==> src/rtl/vga_coord_gen.sv <==
// VGA raster timing generator: pixel-enable divider, H/V position counters and registered sync/blanking decode.
// Optional frame counter output is built when VGA_FRAME_CNT_EN is defined.
module vga_coord_gen #(
  parameter int CLK_DIV   = 2,
  parameter int H_VISIBLE = 640,
  parameter int H_FP      = 16,
  parameter int H_SYNC    = 96,
  parameter int H_BP      = 48,
  parameter int V_VISIBLE = 480,
  parameter int V_FP      = 10,
  parameter int V_SYNC    = 2,
  parameter int V_BP      = 33
) (
  input  logic       clk,
  input  logic       rst_n,
  output logic       Pix_En,
  output logic [9:0] H_Coord,
  output logic [9:0] V_Coord,
  output logic       HSync,
  output logic       VSync,
  output logic       Video_On,
  output logic       Frame_Start
`ifdef VGA_FRAME_CNT_EN
  ,
  output logic [7:0] Frame_Cnt
`endif
);

  localparam int H_TOTAL = H_VISIBLE + H_FP + H_SYNC + H_BP;
  localparam int V_TOTAL = V_VISIBLE + V_FP + V_SYNC + V_BP;
  localparam int DIV_W   = (CLK_DIV > 1) ? $clog2(CLK_DIV) : 1;

  localparam logic [DIV_W-1:0] DIV_LAST = DIV_W'(CLK_DIV - 1);
  localparam logic [9:0] H_LAST   = 10'(H_TOTAL - 1);
  localparam logic [9:0] V_LAST   = 10'(V_TOTAL - 1);
  localparam logic [9:0] H_VIS    = 10'(H_VISIBLE);
  localparam logic [9:0] V_VIS    = 10'(V_VISIBLE);
  localparam logic [9:0] HS_FIRST = 10'(H_VISIBLE + H_FP);
  localparam logic [9:0] HS_LAST  = 10'(H_VISIBLE + H_FP + H_SYNC - 1);
  localparam logic [9:0] VS_FIRST = 10'(V_VISIBLE + V_FP);
  localparam logic [9:0] VS_LAST  = 10'(V_VISIBLE + V_FP + V_SYNC - 1);

  logic [DIV_W-1:0] div;
  logic             tick;
  logic             h_wrap;
  logic             v_wrap;
  logic [9:0]       h_next;
  logic [9:0]       v_next;

  assign tick = (div == DIV_LAST);

  // Counters advance on the same edge that raises Pix_En, so the new
  // coordinates are visible exactly in the Pix_En cycle.
  always_comb begin
    h_wrap = (H_Coord == H_LAST);
    v_wrap = (V_Coord == V_LAST);
    h_next = h_wrap ? 10'd0 : H_Coord + 10'd1;
    v_next = V_Coord;
    if (h_wrap) begin
      v_next = v_wrap ? 10'd0 : V_Coord + 10'd1;
    end
  end

  always_ff @(posedge clk) begin
    if (!rst_n) begin
      div    <= '0;
      Pix_En <= 1'b0;
    end else begin
      div    <= tick ? '0 : div + 1'b1;
      Pix_En <= tick;
    end
  end

  // Sync and blanking decode from the next coordinates keeps them aligned
  // with H_Coord/V_Coord on the same edge.
  always_ff @(posedge clk) begin
    if (!rst_n) begin
      H_Coord     <= 10'd0;
      V_Coord     <= 10'd0;
      HSync       <= 1'b1;
      VSync       <= 1'b1;
      Video_On    <= 1'b1;
      Frame_Start <= 1'b0;
    end else begin
      Frame_Start <= tick & h_wrap & v_wrap;
      if (tick) begin
        H_Coord  <= h_next;
        V_Coord  <= v_next;
        HSync    <= !((h_next >= HS_FIRST) && (h_next <= HS_LAST));
        VSync    <= !((v_next >= VS_FIRST) && (v_next <= VS_LAST));
        Video_On <= (h_next < H_VIS) && (v_next < V_VIS);
      end
    end
  end

`ifdef VGA_FRAME_CNT_EN
  always_ff @(posedge clk) begin
    if (!rst_n) begin
      Frame_Cnt <= 8'd0;
    end else if (tick && h_wrap && v_wrap) begin
      Frame_Cnt <= Frame_Cnt + 8'd1;
    end
  end
`endif

endmodule
==> config.mk <==
export PLATFORM = sky130hd
export DESIGN_NAME = vga_coord_gen
export DESIGN_NICKNAME = d
export VERILOG_FILES = /design/src/rtl/vga_coord_gen.sv
export SDC_FILE = /design/constraint.sdc
export NUM_CORES = 1
export LEC_CHECK = 0
export CAP_MARGIN = 20
export CORE_UTILIZATION = 46
export CTS_CLUSTER_DIAMETER = 80
export DETAILED_ROUTE_END_ITERATION = 12
export PLACE_DENSITY_LB_ADDON = 0.12
export SLEW_MARGIN = 20
export SYNTH_ARGS = -nofsm -noshare
export SYNTH_HDL_FRONTEND = slang
export SYNTH_SLANG_ARGS = --single-unit
==> constraint.sdc <==
create_clock -name clk -period 2 [get_ports clk]
set_input_delay 0.3 -clock clk [delete_from_list [all_inputs] [get_ports clk]]
set_output_delay 0.3 -clock clk [all_outputs]
set_load 0.05 [all_outputs]
==> impl_metrics.yaml <==
floorplan:
  initial_core_util: 0.484
  ios: 27
  die_area_um2: 3450
  rows: 20
  die_w_um: 58.7
  core_area_um2: 3050
  chipHeight_um: 58.7
routing:
  wl_mm: 3.84
  dr.pass1.iters: 5
  viasPerCell: 5.45
  vias: 1499
  postRouteAntennaNets: 0
  route.detailed.drc: 0
  drtIter0Drc: 84
  wl_per_cell_um: 14.0
timing:
  finClkSkew_ns: 0.00889
  finalCritPeriodShare: 0.989
  max-slew-margin-rel: 0.663
  fin_tns_setup_ns: 0
  grt_setup_unrepaired: "true"
  max_freq_mhz: 505
  setup_viol: 0
  layout_min_cycle_time_ns: 1.98
  tightest_slew_ns: 0.504
  hold_viol_final: 0
  slew_violations: 0
clock_network:
  htreeDepth: 1
  clkTransAtPathRegs_ns: 0.16
  clk_path_buf_depth: 2
  worst_skew_pair.late_latency_ns: 0.33
  cts_root_buf: "clkbuf_4"
  numCtsBuffers: 3
  holdBufCountCts: 0
  cts_tree: "done"
  cts.sinks: 26
run:
  cap_violations: 0
global_routing:
  grt_overflow_total: 0
  grt_pass1_vias: 1303
  grt_max_degree: 15
  grt_pass1_wl_mm: 6.09
  grt.total_usage: 0.232
  antenna_found_initial: 0
yosys:
  synth-seq-cells: 26
  ys.flop_type: "dfxtp_1"
  netlist_instances: 179
  synthSimpleGateAreaFrac: 0.343
  synth_area_per_cell_um2: 8.26
  seq_area_frac_synth: 0.352
  synthMuxAreaShare: 0.0135
  synth_warnings: 0
  synth_edf_count: 0
  syn_nets: 185
  yosys.area_share.adder: 0.0338
  synth_top_family_by_area: "simple AND/OR/NAND/NOR gates"
  synth_compound_area_frac: 0.159
  syn_area_um2: 1480
  synth_xor_xnor_area_share: 0.0711
  ys_async_sr_fraction: 0
  ys_types: 45
setup_path:
  end_kind: "register"
  cp-start-kind: "register"
  path_class: "reg2reg"
  rr_worst_depth: 6
  critPathRequiredTime_ns: 2.24
  crit_arrival_ns: 2.22
  crit_path_max_fanout: 3
finish:
  regArea_um2: 556
  final_area_um2: 2080
  multi_input_area_um2: 956
  syn_to_final_growth_pct: 40.9
  drive_gt1_frac: 0.251
  diodes: 0
  fin_cells: 275
  fill_cells: 266
  fin_nets: 238
power_and_ir_drop:
  leakagePower_nw: 0.855
  peakVddDrop_mv: 0.209
  powerDensity_nw_per_um2: 406
hold_path:
  hp-class: "reg2reg"
  hold_depth: 2
placed_design:
  dp_hpwl_mm: 2.82
  dpl.cell_count: 261
  place_area_um2: 1960
  gp_congestion: 0.915
  portBuffers: 26
outcome:
  status: "completed"
==> final timing paths <==
check | start | end | slack, ns
worst max-delay path | H_Coord[6] | HSync | 0.02
worst min-delay path | V_Coord[1] | V_Coord[1] | 0.51
worst max register to register | H_Coord[6] | HSync | 0.02
worst min register to register | V_Coord[1] | V_Coord[1] | 0.51
==> report_power, final <==
| part | internal (mW) | total (mW) | switching (mW) | leakage (nW) |
|---|---|---|---|---|
| Sequential | 0.519 | 0.528 | 0.00839 | 0.220 |
| Combinational | 0.0271 | 0.0710 | 0.0439 | 0.620 |
| Clock | 0.0782 | 0.248 | 0.170 | 0.0150 |
| Total | 0.624 | 0.847 | 0.222 | 0.855 |
==> state kept, by name, indices dropped and copies added (netlist names) <==
name,flops
div,1
Video_On,1
Pix_En,1
V_Coord,10
VSync,1
HSync,1
Frame_Start,1
H_Coord,10
==> Yosys cell counts (5+ instances only) <==
library cell	instances	area [um2]
o21ai_0	8	40.0
nand3_1	7	35.0
a21boi_0	5	37.5
xnor2_1	9	78.8
dfxtp_1	26	521
inv_1	7	26.3
and2_1	6	37.5
nand4_1	5	31.3
nor2_1	12	45.0
nor3_1	7	35.0
a21oi_1	8	40.0
nand2_1	23	86.3
==> cells by family after synthesis <==
group | after synthesis
and+or+nand+nor | 89
AOI/OAI and AO/OA | 35
DFF | 26
xor gates and xnor gates | 12
buffers and inverters | 11
adders and majority gates | 4
muxes | 2
==> critical path, cell delays in order, from the launching register on <==
cell	delay [ns]
dfxtp_4	0.39
nor3b_4	0.31
nand2_2	0.10
a31oi_1	0.16
o21ai_1	0.10
or4_4	0.53
o32a_1	0.30
==> repair_timing <==
item	in CTS	in global routing
gates resized for setup	0	6
endpoints found under the setup margin	1	11
setup buffers	1	9
pin swaps	0	5
==> cell type report <==
| cell class | instances | area share |
|---|---|---|
| multi-input cells | 142 | 0.459 |
| flip-flops and latches | 26 | 0.267 |
| repair buffers | 52 | 0.223 |
| well taps | 44 | 0.0264 |
| clock buffers | 4 | 0.0126 |
| inverters | 7 | 0.0126 |
==> routing by layer <==
layer,part of all wire,track usage,up-vias
met5,0,0,-
met4,0.0083,0.0714,0
met3,0.041,0.0198,5
met2,0.46,0.360,46
met1,0.49,0.341,700
li1,-,-,748
==> per-stage QoR <==
stage | hold slack [ns] | power (mW) | worst slack [ns] | utilization
finish | 0.509 | 0.847 | 0.0212 | 0.683
global route | 0.540 | 0.873 | -0.0433 | 0.683
CTS | 0.509 | 0.853 | 0.00453 | 0.654
global placement | 0.473 | 0.608 | 0.0636 | 0.643
detailed placement | 0.490 | 0.609 | 0.0353 | 0.643
floorplan | 0.428 | 0.580 | -0.0231 | -
==> cells in the final DEF, fill, tap and decap left out, drive strengths merged, types with 4 or more instances in the layout <==
| cell type | n |
|---|---|
| a21boi | 5 |
| a21oi | 8 |
| and2 | 6 |
| and3 | 6 |
| buf | 26 |
| clkbuf | 4 |
| clkdlybuf4s50 | 22 |
| dfxtp | 26 |
| dlymetal6s2s | 4 |
| ha | 4 |
| inv | 7 |
| nand2 | 23 |
| nand3 | 8 |
| nand4 | 5 |
| nor2 | 12 |
| nor2b | 4 |
| nor3 | 8 |
| o21ai | 9 |
| xnor2 | 9 |
Power figures use the tool's default switching activity.
